File: src/rtl/sudoku_cursor_ctrl.sv
// Cursor navigation and digit-entry controller for the 9x9 Sudoku board.
// Turns debounced button pulses into cursor moves, digit edits and board write requests.
module sudoku_cursor_ctrl #(
    parameter int REJECT_CYCLES = 25_000_000
) (
    input  logic       clk,
    input  logic       reset_fixed,
    input  logic       btn_up,
    input  logic       btn_down,
    input  logic       btn_left,
    input  logic       btn_right,
    input  logic       btn_ok,
    input  logic       btn_back,
    input  logic       cell_given,
    input  logic       game_done,
    input  logic       wr_ack,
    output logic [3:0] cur_row,
    output logic [3:0] cur_col,
    output logic       edit_mode,
    output logic [3:0] edit_digit,
    output logic       wr_req,
    output logic       btn_block,
    output logic       reject
);

    typedef enum logic [1:0] {
        NAV    = 2'd0,
        EDIT   = 2'd1,
        WRITE  = 2'd2,
        LOCKED = 2'd3
    } state_t;

    localparam logic [24:0] REJECT_LOAD = 25'(REJECT_CYCLES);

    state_t      state;
    state_t      state_nxt;
    logic [3:0]  row_nxt;
    logic [3:0]  col_nxt;
    logic [3:0]  digit_nxt;
    logic        reject_load;
    logic [24:0] reject_cnt;
    logic [24:0] reject_cnt_nxt;
    logic        edit_mode_nxt;
    logic        wr_req_nxt;
    logic        btn_block_nxt;
    logic        reject_nxt;

    // State, datapath and registered outputs.
    always_ff @(posedge clk or negedge reset_fixed) begin
        if (!reset_fixed) begin
            state      <= NAV;
            cur_row    <= 4'd0;
            cur_col    <= 4'd0;
            edit_digit <= 4'd0;
            reject_cnt <= 25'd0;
            edit_mode  <= 1'b0;
            wr_req     <= 1'b0;
            btn_block  <= 1'b0;
            reject     <= 1'b0;
        end else begin
            state      <= state_nxt;
            cur_row    <= row_nxt;
            cur_col    <= col_nxt;
            edit_digit <= digit_nxt;
            reject_cnt <= reject_cnt_nxt;
            edit_mode  <= edit_mode_nxt;
            wr_req     <= wr_req_nxt;
            btn_block  <= btn_block_nxt;
            reject     <= reject_nxt;
        end
    end

    // Only the highest-priority pulse (ok > back > up > down > left > right) is acted on.
    always_comb begin
        state_nxt   = state;
        row_nxt     = cur_row;
        col_nxt     = cur_col;
        digit_nxt   = edit_digit;
        reject_load = 1'b0;
        unique case (state)
            NAV: begin
                if (game_done) begin
                    state_nxt = LOCKED;
                end else if (btn_ok) begin
                    if (cell_given) begin
                        reject_load = 1'b1;
                    end else begin
                        state_nxt = EDIT;
                        digit_nxt = 4'd1;
                    end
                end else if (btn_back) begin
                    state_nxt = NAV;
                end else if (btn_up) begin
                    row_nxt = (cur_row == 4'd0) ? 4'd8 : cur_row - 4'd1;
                end else if (btn_down) begin
                    row_nxt = (cur_row >= 4'd8) ? 4'd0 : cur_row + 4'd1;
                end else if (btn_left) begin
                    col_nxt = (cur_col == 4'd0) ? 4'd8 : cur_col - 4'd1;
                end else if (btn_right) begin
                    col_nxt = (cur_col >= 4'd8) ? 4'd0 : cur_col + 4'd1;
                end
            end
            EDIT: begin
                if (game_done) begin
                    state_nxt = LOCKED;
                    digit_nxt = 4'd0;
                end else if (btn_ok) begin
                    state_nxt = WRITE;
                end else if (btn_back) begin
                    state_nxt = NAV;
                    digit_nxt = 4'd0;
                end else if (btn_up) begin
                    digit_nxt = (edit_digit >= 4'd9) ? 4'd0 : edit_digit + 4'd1;
                end else if (btn_down) begin
                    digit_nxt = (edit_digit == 4'd0) ? 4'd9 : edit_digit - 4'd1;
                end
            end
            WRITE: begin
                if (wr_ack) begin
                    state_nxt = game_done ? LOCKED : NAV;
                    digit_nxt = 4'd0;
                end
            end
            LOCKED: begin
                state_nxt = LOCKED;
            end
            default: begin
                state_nxt = NAV;
            end
        endcase
    end

    // Output values for the next cycle follow the next state so they stay registered.
    always_comb begin
        edit_mode_nxt  = (state_nxt == EDIT);
        wr_req_nxt     = (state_nxt == WRITE);
        btn_block_nxt  = (state_nxt == WRITE) || (state_nxt == LOCKED);
        reject_cnt_nxt = reject_cnt;
        if (reject_load) begin
            reject_cnt_nxt = REJECT_LOAD;
        end else if (reject_cnt != 25'd0) begin
            reject_cnt_nxt = reject_cnt - 25'd1;
        end
        reject_nxt = (reject_cnt_nxt != 25'd0);
    end

endmodule

File: config.mk
export PLATFORM = sky130hd
export DESIGN_NAME = sudoku_cursor_ctrl
export DESIGN_NICKNAME = d
export VERILOG_FILES = /design/src/rtl/sudoku_cursor_ctrl.sv
export SDC_FILE = /design/constraint.sdc
export NUM_CORES = 1
export LEC_CHECK = 0
export ABC_CLOCK_PERIOD_IN_PS = 2600
export BUFFER_PORTS_ARGS = -buffer_cell sky130_fd_sc_hd__buf_2
export CELL_PAD_IN_SITES_DETAIL_PLACEMENT = 2
export CELL_PAD_IN_SITES_GLOBAL_PLACEMENT = 2
export CORE_MARGIN = 3
export CORE_UTILIZATION = 36
export DETAILED_ROUTE_END_ITERATION = 8
export PLACE_DENSITY = 0.81
export SKIP_LAST_GASP = 1
export SLEW_MARGIN = 20
export SYNTH_ARGS = -nofsm -noshare
export SYNTH_HDL_FRONTEND = slang
export SYNTH_SLANG_ARGS = --single-unit
File: constraint.sdc
create_clock -name clk -period 2.6 [get_ports clk]
set_clock_uncertainty 0.05 [all_clocks]
set_input_delay 0 -clock clk [delete_from_list [all_inputs] [get_ports clk]]
set_output_delay 0 -clock clk [all_outputs]
set_load 0.01 [all_outputs]
==> results.json <==
{
  "overflow": 0,
  "drt_iter0_markers": 76,
  "intPower_w": 0.00163,
  "die-area_um2": 8920,
  "syn_nets": 346,
  "h-tree-depth": 2,
  "post-place-ws_ns": 0.0329,
  "arrival_ns": 2.63,
  "port_buffers": 26,
  "syn_area_per_cell_um2": 8.75,
  "ir_drop_v": 0.000328,
  "start_kind": "flop",
  "rows": 31,
  "dp_hpwl_mm": 6.44,
  "ys.flop_type": "dfrtp_1",
  "worstSetupEndpointType": "flop",
  "fin_crit_sh_pct": 96.5,
  "netlist_top_cells_count": "42 x dfrtp_1, 39 x nor2_1, 26 x a21oi_1, 26 x nand2_1, 17 x inv_1",
  "crit_path_max_fanout": 5,
  "p_leak_nw": 1.33,
  "slew_headroom_pct": 61.1,
  "p_comb_share_pct": 45.1,
  "die_x_um": 94.5,
  "synth_warnings": 0,
  "grt_pass1_wl_mm": 14.8,
  "hold_viol": 0,
  "drt-pass1-iter-count": 4,
  "synth-edff-count": 0,
  "syn-cell-area_um2": 2820,
  "fmax_mhz": 399,
  "clkLatencyLatePin_ns": 0.30,
  "ant_nets": 0,
  "fin_tns_setup_ns": 0,
  "hold_path.class": "in2reg",
  "synthCells": 322,
  "cellPowerDensity_nw_per_um2": 914,
  "first_global_vias": 2863,
  "p_seq_share_pct": 39.6,
  "start_util_pct": 38.0,
  "tightest_slew_ns": 0.584,
  "crit_type": "reg2reg",
  "routed_wl_mm": 9.29,
  "ys_top_cells_by_area": "dfrtp_1 37%, ha_1 5.8%, nor2_1 5.2%",
  "vias_per_cell": 5.75,
  "dp_cells": 450,
  "cp.required_ns": 2.72,
  "clkTransAtPathRegs_ns": 0.09,
  "synth_seq_area_share_pct": 37.3,
  "area_delta_synth_final_pct": 17.0,
  "r2r_cells": 7,
  "max_cap_viol_count": 0,
  "grt_usage_pct": 21.1,
  "route.detailed.drc": 0,
  "grt_max_degree": 43,
  "cts_setup_buffers": 0,
  "nets": 383,
  "clkPwrFrac_pct": 15.3,
  "clockBufferDepth": 2,
  "switching_share_pct": 45.8,
  "drive_gt1_share_pct": 19.7,
  "status": "completed",
  "min_from": "game_done",
  "antenna_found_initial": 0,
  "cts_num_sinks": 42,
  "stdcell_count": 459,
  "vias": 2641,
  "async_flop_share_pct": 100,
  "yosys.area.top_type": "dfrtp_1",
  "r2r_slack_ns": 0.09,
  "drv_slew": 0,
  "yosys.area.top_type_share_pct": 37.3,
  "holdPathStages": 3,
  "place_congestion": 0.845,
  "setup_viol": 0,
  "cts_tree": "done",
  "core_um2": 7410,
  "r2r_end": "reject",
  "numCtsBuffers": 5,
  "finalCriticalPeriod_ns": 2.51,
  "p_switching_w": 0.00138,
  "holdWs_ns": 0.0702,
  "crit-reg2reg-launch": "reject_cnt[9]",
  "holdPathEnd": "btn_block",
  "yosysMostFrequentCell": "dfrtp_1",
  "io_pins": 27,
  "die_h_um": 94.5,
  "synth_seq_cells": 42,
  "ys_types": 60,
  "clock-root-buffer": "clkbuf_8",
  "worst_slack_ns": 0.0916,
  "diodes": 0,
  "routedWlPerCell_um": 20.2
}
==> area by class of cell <==
class	instances	area (µm²)
repair buffers	39	233
multi-input cells	254	1730
fillers	840	4110
well taps	99	124
inverters	17	63.8
flip-flops and latches	42	1050
clock buffers	7	86.3
clock inverters	1	5.00
==> per-layer routing <==
layer,routed length (µm),vias to the layer above,track usage (%)
met5,0,-,0
met4,192,0,4.57
met3,212,14,2.87
met2,4730,33,36.6
met1,4160,1351,27.9
li1,-,1243,-
==> worst max-delay path by stage <==
stage / start / slack, ns / to
CTS: reject_cnt[9] / 0.008 / reject
detailed placement: reject_cnt[9] / 0.03 / reject
global route: reject_cnt[10] / -0.13 / reject
finish: reject_cnt[9] / 0.09 / reject
global placement: reject_cnt[9] / 0.04 / reject
floorplan: reject_cnt[0] / 0.20 / reject
==> what timing repair did <==
| item | in CTS | in global routing |
|---|---|---|
| hold endpoints to repair | 42 | 0 |
| setup endpoints to repair | 1 | 1 |
| pin swaps | 0 | 1 |
| resized for setup | 2 | 8 |
| hold buffers | 1 | 0 |
==> critical path: stages (launching register included) <==
cell and delay (ns):
dfrtp_1 0.48, or4_4 0.61, nor3_2 0.28, a31oi_1 0.23, nor2b_1 0.20, xnor2_1 0.19, nor3b_2 0.22, nand4_1 0.11
==> cell families (layout without fill, tap and decap cells) <==
logic type	count (synthesis)	after routing	share of synthesized area [%]
xor gates and xnor gates	17	17	5.28
muxes	3	3	1.51
AOI/OAI and AO/OA	76	76	17.8
adders and majority gates	13	13	5.77
DFF	42	42	37.3
and+or+nand+nor	145	145	28.8
buffers and inverters	26	64	3.51
==> cells in the final DEF (no fill, tap or decap), types with 6 or more instances in the layout <==
cell	synthesis	final
buf_2	0	25
o21ai_0	15	15
buf_4	0	13
dfrtp_1	42	42
ha_1	13	13
inv_1	17	17
clkbuf_8	0	6
nand3_1	10	10
nor3_1	14	12
nor2b_1	6	6
nand2b_1	6	6
nor2_1	39	39
nand2_1	26	26
xnor2_1	13	13
a21oi_1	26	26
==> per-stage QoR <==
step,area [µm²],total power (W),util (%)
after floorplan,2820,0.00204,-
after global placement,3130,0.00241,42.2
after detailed placement,3130,0.00250,42.2
after CTS,3240,0.00300,43.7
after global routing,3300,0.00330,44.5
final,3300,0.00301,44.5
==> power by group through the flow <==
stage / combinational, W / sequential, W / clock [W]
2_1_floorplan: 0.000917 / 0.00112 / 0
3_3_place_gp: 0.00124 / 0.00117 / 0
3_5_place_dp: 0.00131 / 0.00119 / 0
4_1_cts: 0.00135 / 0.00118 / 0.000478
5_1_grt: 0.00155 / 0.00124 / 0.000500
6_report: 0.00136 / 0.00119 / 0.000460
==> sequential cells by signal, summed over array words and instances, names as in the netlist <==
register,flops
cur_row,4
edit_digit,4
edit_mode,1
reject,1
reject_cnt,25
wr_req,1
state,1
cur_col,4
btn_block,1
No activity file was read; power rests on OpenSTA's default activity.
